--- src/rtl/decode_stage.sv ---
// LC-3b decode stage: instruction decode, register file with write-first
// bypass from write-back, per-register pending-write scoreboard for RAW
// hazards, and a single registered output slot toward execute.
//
// Handshake: a transfer happens on a rising edge where valid and ready are
// both high. The producer keeps valid and payload stable until ready; ready
// never depends combinationally on the same port's valid (if_ready only
// consults if_valid through the hazard term, which gates acceptance alone).
module decode_stage #(
  parameter int WIDTH = 16,
  parameter int NREG  = 8,
  parameter int SB_W  = 2,
  localparam int RW   = $clog2(NREG)
) (
  input  logic             clk,
  input  logic             reset_n,
  input  logic             flush,
  input  logic             if_valid,
  output logic             if_ready,
  input  logic [15:0]      if_instr,
  input  logic [WIDTH-1:0] if_pc,
  input  logic             wb_valid,
  input  logic [RW-1:0]    wb_dest,
  input  logic [WIDTH-1:0] wb_data,
  output logic             ex_valid,
  input  logic             ex_ready,
  output logic [3:0]       ex_opcode,
  output logic [WIDTH-1:0] ex_pc,
  output logic [WIDTH-1:0] ex_sr1,
  output logic [WIDTH-1:0] ex_sr2,
  output logic [RW-1:0]    ex_dest,
  output logic             ex_wr,
  output logic [WIDTH-1:0] ex_imm,
  output logic             sb_err
);

  localparam logic [3:0] OP_BR   = 4'b0000;
  localparam logic [3:0] OP_ADD  = 4'b0001;
  localparam logic [3:0] OP_LDB  = 4'b0010;
  localparam logic [3:0] OP_STB  = 4'b0011;
  localparam logic [3:0] OP_JSR  = 4'b0100;
  localparam logic [3:0] OP_AND  = 4'b0101;
  localparam logic [3:0] OP_LDW  = 4'b0110;
  localparam logic [3:0] OP_STW  = 4'b0111;
  localparam logic [3:0] OP_NOT  = 4'b1001;
  localparam logic [3:0] OP_LDI  = 4'b1010;
  localparam logic [3:0] OP_STI  = 4'b1011;
  localparam logic [3:0] OP_JMP  = 4'b1100;
  localparam logic [3:0] OP_SHF  = 4'b1101;
  localparam logic [3:0] OP_LEA  = 4'b1110;
  localparam logic [3:0] OP_TRAP = 4'b1111;

  localparam logic [RW-1:0] LINK_REG = RW'(7);

  logic [WIDTH-1:0] rf  [NREG];
  logic [SB_W-1:0]  cnt [NREG];

  logic [3:0]       op;
  logic [RW-1:0]    sr1_idx;
  logic [RW-1:0]    sr2_idx;
  logic             sr1_used;
  logic             sr2_used;
  logic [RW-1:0]    dest;
  logic             wr;
  logic [WIDTH-1:0] imm;
  logic [WIDTH-1:0] sr1_val;
  logic [WIDTH-1:0] sr2_val;
  logic             hit1;
  logic             hit2;
  logic             busy1;
  logic             busy2;
  logic             sat;
  logic             stall;
  logic             accept;
  logic             ex_fire;

  // Field decode: sources, destination and immediate of the fetched word
  always_comb begin
    op       = if_instr[15:12];
    sr1_idx  = RW'(if_instr[8:6]);
    sr2_idx  = RW'(if_instr[2:0]);
    sr1_used = 1'b0;
    sr2_used = 1'b0;
    dest     = RW'(if_instr[11:9]);
    wr       = 1'b0;
    imm      = '0;
    case (op)
      OP_ADD, OP_AND: begin
        sr1_used = 1'b1;
        sr2_used = ~if_instr[5];
        wr       = 1'b1;
        imm      = WIDTH'($signed(if_instr[4:0]));
      end
      OP_NOT: begin
        sr1_used = 1'b1;
        wr       = 1'b1;
      end
      OP_LDB: begin
        sr1_used = 1'b1;
        wr       = 1'b1;
        imm      = WIDTH'($signed(if_instr[5:0]));
      end
      OP_LDW, OP_LDI: begin
        sr1_used = 1'b1;
        wr       = 1'b1;
        imm      = WIDTH'($signed(if_instr[5:0])) << 1;
      end
      OP_STB: begin
        sr1_used = 1'b1;
        sr2_used = 1'b1;
        sr2_idx  = RW'(if_instr[11:9]);
        imm      = WIDTH'($signed(if_instr[5:0]));
      end
      OP_STW, OP_STI: begin
        sr1_used = 1'b1;
        sr2_used = 1'b1;
        sr2_idx  = RW'(if_instr[11:9]);
        imm      = WIDTH'($signed(if_instr[5:0])) << 1;
      end
      OP_JMP: begin
        sr1_used = 1'b1;
      end
      OP_JSR: begin
        // bit 11 selects JSR (PC-relative) versus JSRR (base register)
        dest = LINK_REG;
        wr   = 1'b1;
        if (if_instr[11]) imm = WIDTH'($signed(if_instr[10:0])) << 1;
        else              sr1_used = 1'b1;
      end
      OP_SHF: begin
        sr1_used = 1'b1;
        wr       = 1'b1;
        imm      = WIDTH'(if_instr[3:0]);
      end
      OP_LEA: begin
        wr  = 1'b1;
        imm = WIDTH'($signed(if_instr[8:0])) << 1;
      end
      OP_BR: begin
        imm = WIDTH'($signed(if_instr[8:0])) << 1;
      end
      OP_TRAP: begin
        dest = LINK_REG;
        wr   = 1'b1;
        imm  = WIDTH'(if_instr[7:0]) << 1;
      end
      default: begin
      end
    endcase
  end

  // Operand read with write-first bypass and hazard / handshake evaluation
  always_comb begin
    hit1    = wb_valid && (wb_dest == sr1_idx);
    hit2    = wb_valid && (wb_dest == sr2_idx);
    sr1_val = hit1 ? wb_data : rf[sr1_idx];
    sr2_val = hit2 ? wb_data : rf[sr2_idx];
    // a write-back landing this cycle retires one of the pending writes
    busy1   = hit1 ? (cnt[sr1_idx] > SB_W'(1)) : (cnt[sr1_idx] != '0);
    busy2   = hit2 ? (cnt[sr2_idx] > SB_W'(1)) : (cnt[sr2_idx] != '0);
    sat     = wr && (cnt[dest] == '1);
    stall   = if_valid && ((sr1_used && busy1) || (sr2_used && busy2) || sat);
    if_ready = !stall && (!ex_valid || ex_ready) && !flush;
    accept  = if_valid && if_ready;
    ex_fire = ex_valid && ex_ready && !flush;
  end

  // Register file write from write-back
  always_ff @(posedge clk) begin
    if (!reset_n) begin
      for (int r = 0; r < NREG; r++) rf[r] <= '0;
    end else if (wb_valid) begin
      rf[wb_dest] <= wb_data;
    end
  end

  // Pending-write counters: +1 when EX takes a writer, -1 on write-back
  always_ff @(posedge clk) begin
    if (!reset_n) begin
      for (int r = 0; r < NREG; r++) cnt[r] <= '0;
      sb_err <= 1'b0;
    end else begin
      for (int r = 0; r < NREG; r++) begin
        if (ex_fire && ex_wr && (ex_dest == RW'(r)) &&
            !(wb_valid && (wb_dest == RW'(r)))) begin
          cnt[r] <= cnt[r] + SB_W'(1);
        end else if (wb_valid && (wb_dest == RW'(r)) &&
                     !(ex_fire && ex_wr && (ex_dest == RW'(r)))) begin
          if (cnt[r] == '0) sb_err <= 1'b1;
          else              cnt[r] <= cnt[r] - SB_W'(1);
        end
      end
    end
  end

  // Output slot toward execute: capture on accept, drain or kill otherwise
  always_ff @(posedge clk) begin
    if (!reset_n) begin
      ex_valid  <= 1'b0;
      ex_opcode <= '0;
      ex_pc     <= '0;
      ex_sr1    <= '0;
      ex_sr2    <= '0;
      ex_dest   <= '0;
      ex_wr     <= 1'b0;
      ex_imm    <= '0;
    end else if (flush) begin
      ex_valid <= 1'b0;
    end else if (accept) begin
      ex_valid  <= 1'b1;
      ex_opcode <= op;
      ex_pc     <= if_pc;
      ex_sr1    <= sr1_val;
      ex_sr2    <= sr2_val;
      ex_dest   <= dest;
      ex_wr     <= wr;
      ex_imm    <= imm;
    end else if (ex_ready) begin
      ex_valid <= 1'b0;
    end
  end

endmodule

--- config.mk ---
export PLATFORM = sky130hd
export DESIGN_NAME = decode_stage
export DESIGN_NICKNAME = d
export VERILOG_FILES = /design/src/rtl/decode_stage.sv
export SDC_FILE = /design/constraint.sdc
export NUM_CORES = 1
export LEC_CHECK = 0
export CORE_UTILIZATION = 57
export CTS_BUF_LIST = sky130_fd_sc_hd__clkbuf_8 sky130_fd_sc_hd__clkbuf_16
export CTS_CLUSTER_SIZE = 12
export DETAILED_ROUTE_END_ITERATION = 7
export PLACE_DENSITY = 0.85
export RECOVER_POWER = 100
export SYNTH_ARGS = -nofsm -noshare
export SYNTH_HDL_FRONTEND = slang
export SYNTH_SLANG_ARGS = --single-unit
--- constraint.sdc ---
create_clock -name clk -period 4.3 [get_ports clk]
set_clock_uncertainty 0.05 [all_clocks]
set_input_delay 1.29 -clock clk [delete_from_list [all_inputs] [get_ports clk]]
set_output_delay 1.29 -clock clk [all_outputs]
set_load 0.05 [all_outputs]
==> run metrics, run 1 <==
Mapped Avg Cell Area=~10 um^2; via count=roughly 10,000; Area Growth Syn to Fin=23.55%; post-synth top area cell=edfxtp_1; routed wl met3=4229 um; final WL=35,900 um; grt total ovfl=0; Final Cycle Share=1.038; leakage power=roughly 0.0063 uW; final setup vio count=1; DIE WIDTH=148 um; WS Path Type=input port to output port; total power per unit cell area=roughly 350 nW/um^2; placed cells=between 1,500 and 2,000; initial antenna violation count=1; fmax=224.1 MHz; Synth top area share=0.3559; Pre-antenna DRT Iters=5; Main synth FF type=edfxtp_1; clk buf depth=3; Syn Inst Count=1,166; Root Buffer=clkbuf_16; Max Cap Viol=1; cell area after synthesis=about 12,000 um^2; Rel. slew slack=-0.2486; drt drc=0; Starting DRT DRC Count=approximately 1,200; status=complete, but fails checks; Max Slew Vio Count=44; number of global-route vias before repair=between 10,000 and 15,000; Final Non-Filler Cells=around 1,600; CORE AREA=~21,000 um^2; clk sinks=~210; gpl congestion=0.9209; H-tree depth=1; met2 wire len=16,520 um; Hold Fails Final Rpt=0; flops & latches, synth=between 200 and 250; hold buffers post-CTS=0; top routing layer used=met4; routed len/inst=approximately 22 um; first-pass GRT wire length=55,080 um; Hold Slack=404.2 ps; CP required=a little under 3000 ps; gr usage total=0.3264; YS warnings=0; FFs w/ async S/R, synth=0; Initial Utilization=0.5798; routed length on met1=13,940 um; EDFF count, synth=144; Final #Nets=roughly 1,400; hpwl dp=between 20,000 and 25,000 um; Boundary Pins=around 130; VDD IR max=between 0.15 and 0.2 mV; syn nets=1,224; Netlist cell types=70; ant diodes=0; Die H=148 um; crit path DAT=between 3000 and 4000 ps; violated checks=max-capacitance violations, max-slew violations, negative setup slack; layout cells sized above 1=0.1574; CTS tree=yes; RSZ-0062 raised after global routing=true; Worst-Skew Late Latency=approximately 530 ps; post-placement setup slack=-670.7 ps; Worst Setup End Kind=output port; largest net degree at the start of global routing=slightly below 80; Final WS setup=-162.4 ps; Worst Hold Class=register to register; worst slew pin tran=between 1500 and 2000 ps; Worst-path clk slew=60 ps; die area=roughly 22,000 um^2; CP startpoint kind=input port; CTS buffer count=23; port bufs=roughly 130; vias per cell=6.432; Seq/Total Area, Yosys=0.4712; Rows=53; Tmin final=about 4500 ps; ranking of synthesized cells by area=edfxtp_1 36%, dfxtp_1 12%, mux2i_1 7.5%, mux4_2 6.7%, nand2_1 6.5%; Antenna Nets Post-Route=0; Crit Path Max Fanout=4
==> path summary, 6_finish.rpt <==
| check | start | end | slack [ps] | cells past startpoint |
|---|---|---|---|---|
| hold / removal | ex_sr1[2] | ex_sr1[2] | 400 | 2 |
| setup reg to reg | cnt[3][0] | ex_sr1[15] | 1090 | 9 |
| hold reg to reg | ex_sr1[2] | ex_sr1[2] | 400 | 2 |
| setup / recovery | if_instr[14] | if_ready | -160 | 10 |
==> through the flow <==
stage               utilization  area (um^2)  setup TNS (ps)  total power [uW]
CTS                      0.7198        15080          -451.8              5224
floorplan                     -        12180          -93.65              3030
global placement         0.6739        14120           -2195              3366
global route             0.7164        15010          -206.6              5369
finish                   0.7164        15010          -162.4              5218
detailed placement       0.6739        14120           -3254              3395
==> where the power goes <==
part / internal [uW] / total, uW / switching (uW)
Sequential: 2320 / 2390 / 73.7
Combinational: 411 / 1000 / 591
Clock: 1020 / 1820 / 799
Total: 3750 / 5220 / 1460
==> routing by layer <==
layer  global-route usage  vias up
met3              0.05833      110
met5                    0        -
met4               0.1299        0
met2               0.5155      689
met1               0.4464     5015
li1                     -     4657
==> worst max-delay path, cell delays in order <==
cell      delay (ps)
buf_8            110
buf_6            110
nor4b_4          130
or3_4            380
a31oi_4          170
a32oi_2          130
a221oi_2         360
o21ai_2          130
a21boi_4         170
buf_12           150
==> registers in the layout (all words and copies together), names as in the netlist <==
| signal | cells |
|---|---|
| ex_pc | 16 |
| sb_err | 1 |
| ex_sr1 | 16 |
| cnt | 16 |
| ex_wr | 1 |
| ex_sr2 | 16 |
| rf | 128 |
| ex_dest | 3 |
| ex_opcode | 4 |
| ex_valid | 1 |
| ex_imm | 12 |
==> final cells by class <==
class | instances | area (um^2)
fill | 1495 | 5943
clock inverter | 15 | 76.32
inverter | 10 | 37.54
clock buffer | 25 | 614.3
timing repair buffer | 254 | 2203
sequential | 214 | 5725
multi-input combinational | 835 | 6011
tap | 275 | 344.1
==> cells by family after synthesis <==
family,count (synthesis),share of synthesized area
adder cells (fa/ha/maj),1,0.001030
XOR/XNOR,8,0.005767
flip-flops,214,0.4712
buffers and inverters,117,0.04490
multiplexers,131,0.1454
AO/OA/AOI/OAI,194,0.1308
AND/OR/NAND/NOR,501,0.2009
==> repair_timing <==
item	CTS	global route
setup endpoints to repair	1	17
pin swaps	15	9
setup buffers	22	2
gates cloned	1	0
endpoints found under the hold margin	0	0
resized for setup	54	18
==> placed cells by master, fill, tap and decap left out, types with 4 or more instances in the layout <==
cell,instances
o21a_1,5
dfxtp_1,70
and2_0,42
a31oi_1,6
a211o_1,17
buf_6,9
buf_4,92
and3_1,70
nand3_1,14
a21oi_1,8
clkdlybuf4s50_1,41
a311o_1,50
nor2_1,65
mux2i_1,91
dlygate4sd3_1,72
nand2_1,211
nand4_1,8
nand2b_1,7
clkbuf_2,9
inv_1,18
mux4_2,36
xnor2_1,6
edfxtp_1,144
clkbuf_1,16
and2_1,54
buf_12,4
nor2b_1,6
clkbuf_16,24
a211oi_1,36
nor3_1,10
o211ai_1,4
o21ai_0,21
dlygate4sd2_1,6
==> cell usage after synthesis (3+ instances only) <==
master and count:
nand2b_1 7, o21a_1 5, mux2i_1 91, edfxtp_1 144, a211o_1 17, nand3_1 14
clkbuf_1 69, nor2b_1 6, a211oi_1 37, o21ai_0 23, a311o_1 50, and2_1 96
nand4_1 8, o21ai_2 3, buf_6 3, a32oi_1 3, inv_1 8, nand2_1 212
buf_1 4, dfxtp_1 70, xnor2_1 6, buf_4 14, a21oi_1 8, mux2_2 3
o211ai_1 4, buf_2 16, a22o_1 3, nor2_1 66, and3_1 71, a31oi_1 7
mux4_2 36, a21o_1 3, nor3_1 10
Power figures use the tool's default switching activity.
==> run 2, diff against run 1 <==
--- a/config.mk
+++ b/config.mk
@@ -9,8 +9,10 @@
 export CTS_BUF_LIST = sky130_fd_sc_hd__clkbuf_8 sky130_fd_sc_hd__clkbuf_16
 export CTS_CLUSTER_SIZE = 12
 export DETAILED_ROUTE_END_ITERATION = 7
+export GPL_TIMING_DRIVEN = 0
 export PLACE_DENSITY = 0.85
 export RECOVER_POWER = 100
 export SYNTH_ARGS = -nofsm -noshare
 export SYNTH_HDL_FRONTEND = slang
 export SYNTH_SLANG_ARGS = --single-unit
+export TNS_END_PERCENT = 5
==> run 2 against run 1 <==
Effect of this change: the run still ends with max-capacitance violations, max-slew violations, negative setup slack left; flip-flop and latch count unchanged; setup slack worse by 73 ps; first-iteration DRC count up 32%; wire length up 8.4%; final cell count up 0.25%; count of clock-buffer cells in the layout up 4; via count up 4.2%; utilization down 0.42 points; critical endpoint unchanged; largest power group unchanged.
==> run metrics, run 2 (synthesis gave the netlist of run 1 again) <==
largest reg by FF count=rf; ant diodes=0; Tmin final=roughly 4500 ps; Worst path depth=11; Antenna Nets Post-Route=0; RSZ-0062 raised after global routing=true; Root Buffer=clkbuf_16; Hold Slack=approximately 400 ps; status=complete, but fails checks; max FFs per register=about 130; hpwl dp=26,880 um; fmax=~220 MHz; R2R cell count=12; gpl congestion=between 0.9 and 1; commonest non-fill, non-tap cell in the layout=nand2_1; Worst-path clk slew=approximately 60 ps; routed len/inst=23.85 um; clk buf depth=3; Max Slew Vio Count=17; Initial Utilization=0.5798; critical path's largest stage delay=between 400 and 500 ps; Pre-antenna DRT Iters=8; drt drc=0; Crit Path Max Fanout=7; Rows=53; worst reg-to-reg setup slack=approximately 780 ps; Hold Crit Start=ex_imm[0]; cell repeated most along the worst path=buf_6; Area Growth Syn to Fin=22.83%; vias per cell=6.687; Net Sw Frac=0.2904; Boundary Pins=132; sequential share of power=0.443; Final WS setup=-235.5 ps; first-pass GRT wire length=58,600 um; CTS tree=yes; VDD IR max=approximately 0.22 mV; Slowest cell on crit path=a2111o_1; Final Cycle Share=1.055; Rel. slew slack=-0.1347; setup TNS=-235.5 ps; clk sinks=214; Gate power share=0.191; total power per unit cell area=between 300 and 400 nW/um^2; number of global-route vias before repair=10,390; Worst Setup End Kind=output port; Worst R2R End=ex_pc[10]; CP startpoint kind=input port; die area=approximately 22,000 um^2; final setup vio count=1; post-route design area=14,920 um^2; CP required=a little under 3000 ps; DIE WIDTH=about 150 um; initial antenna violation count=0; H-tree depth=1; Die H=~150 um; commonest cells after routing, fill and taps aside=211 x nand2_1, 144 x edfxtp_1, 91 x mux2i_1, 71 x dlygate4sd3_1; CTS buffer count=24; Final #Nets=1,397; r2r startpoint=cnt[1][1]; final WL=between 30,000 and 40,000 um; net switching power=1571 uW; hold path endpoint=ex_imm[0]; crit path DAT=roughly 3200 ps; Crit path max-delay family=compound AO/OA/AOI/OAI gates; largest net degree at the start of global routing=17; hold path cells=2; cell internal pwr=3838 uW; port bufs=~120; worst slew pin tran=approximately 1700 ps; grt total ovfl=0; placed cell area=around 14,000 um^2; violated checks=max-capacitance violations, max-slew violations, negative setup slack; Worst-Skew Late Latency=540 ps; WS Path Type=input port to output port; layout cells sized above 1=0.1304; gr usage total=0.3531; Max Cap Viol=1; worst path cell trace=buf_8 > buf_6 > a21boi_4 > buf_6 > a21oi_1 > o21a_1 > a2111o_1 > o311ai_4 > o21ai_2 > a21boi_4 > buf_6; CP bufs+invs=4; via count=approximately 11,000; Worst Hold Class=register to register; leakage power=slightly above 0.006 uW; Starting DRT DRC Count=roughly 1,600; Hold Fails Final Rpt=0; hold buffers post-CTS=0; CORE AREA=around 21,000 um^2; clock share of power=0.366
run 2: routing by layer:
| layer | wire, um | part of all wire | global-route usage |
|---|---|---|---|
| met1 | 14330 | 0.37 | 0.4779 |
| met2 | 17410 | 0.45 | 0.5413 |
| met5 | 39 | 0.0010 | 0 |
| met4 | 1693 | 0.043 | 0.1479 |
| met3 | 5451 | 0.14 | 0.08796 |
run 2: cell type report:
| cell class | instances | area [um^2] |
|---|---|---|
| Inverter | 10 | 38.79 |
| Clock buffer | 29 | 680.7 |
| Timing Repair Buffer | 148 | 1420 |
| Clock inverter | 15 | 78.83 |
| Sequential cell | 214 | 5725 |
| Buffer | 106 | 550.5 |
| Fill cell | 1490 | 6031 |
| Multi-Input combinational cell | 835 | 6086 |
| Tap cell | 275 | 344.1 |
run 2: worst min-delay path, stage by stage (launching register included):
cell and delay [ps]:
dfxtp_1 300, nand2_1 50, mux2i_1 50
run 2: what timing repair did:
action                     4_1_cts  5_1_grt
setup endpoints to repair        1        1
buffers inserted                20        4
hold endpoints to repair         0        0
resized for setup               71       34
pin swaps                       14       15
run 2: worst max path at each step:
stage | startpoint | endpoint
2_1_floorplan | if_instr[12] | if_ready
3_3_place_gp | if_instr[7] | if_ready
3_5_place_dp | if_instr[13] | if_ready
4_1_cts | if_instr[14] | if_ready
5_1_grt | wb_valid | if_ready
6_report | if_instr[14] | if_ready
run 2: metrics by stage:
| stage | power, uW | util | setup WS [ps] | std cells |
|---|---|---|---|---|
| final | 5409 | 0.7122 | -235.5 | 1632 |
| after global routing | 5523 | 0.7122 | -312.1 | 1632 |
| after CTS | 5350 | 0.7096 | -243.0 | 1628 |
| after detailed placement | 3380 | 0.6581 | -1641 | 1565 |
| after global placement | 3350 | 0.6554 | -1648 | 1562 |
| after floorplan | 3030 | - | -93.65 | 1166 |
run 2: power groups by stage:
stage | Clock (uW) | Combinational (uW) | Sequential, uW
6_report | 1980 | 1030 | 2400
5_1_grt | 2040 | 1070 | 2410
4_1_cts | 1960 | 997 | 2390
3_5_place_dp | 0 | 947 | 2430
3_3_place_gp | 0 | 921 | 2430
2_1_floorplan | 0 | 524 | 2510
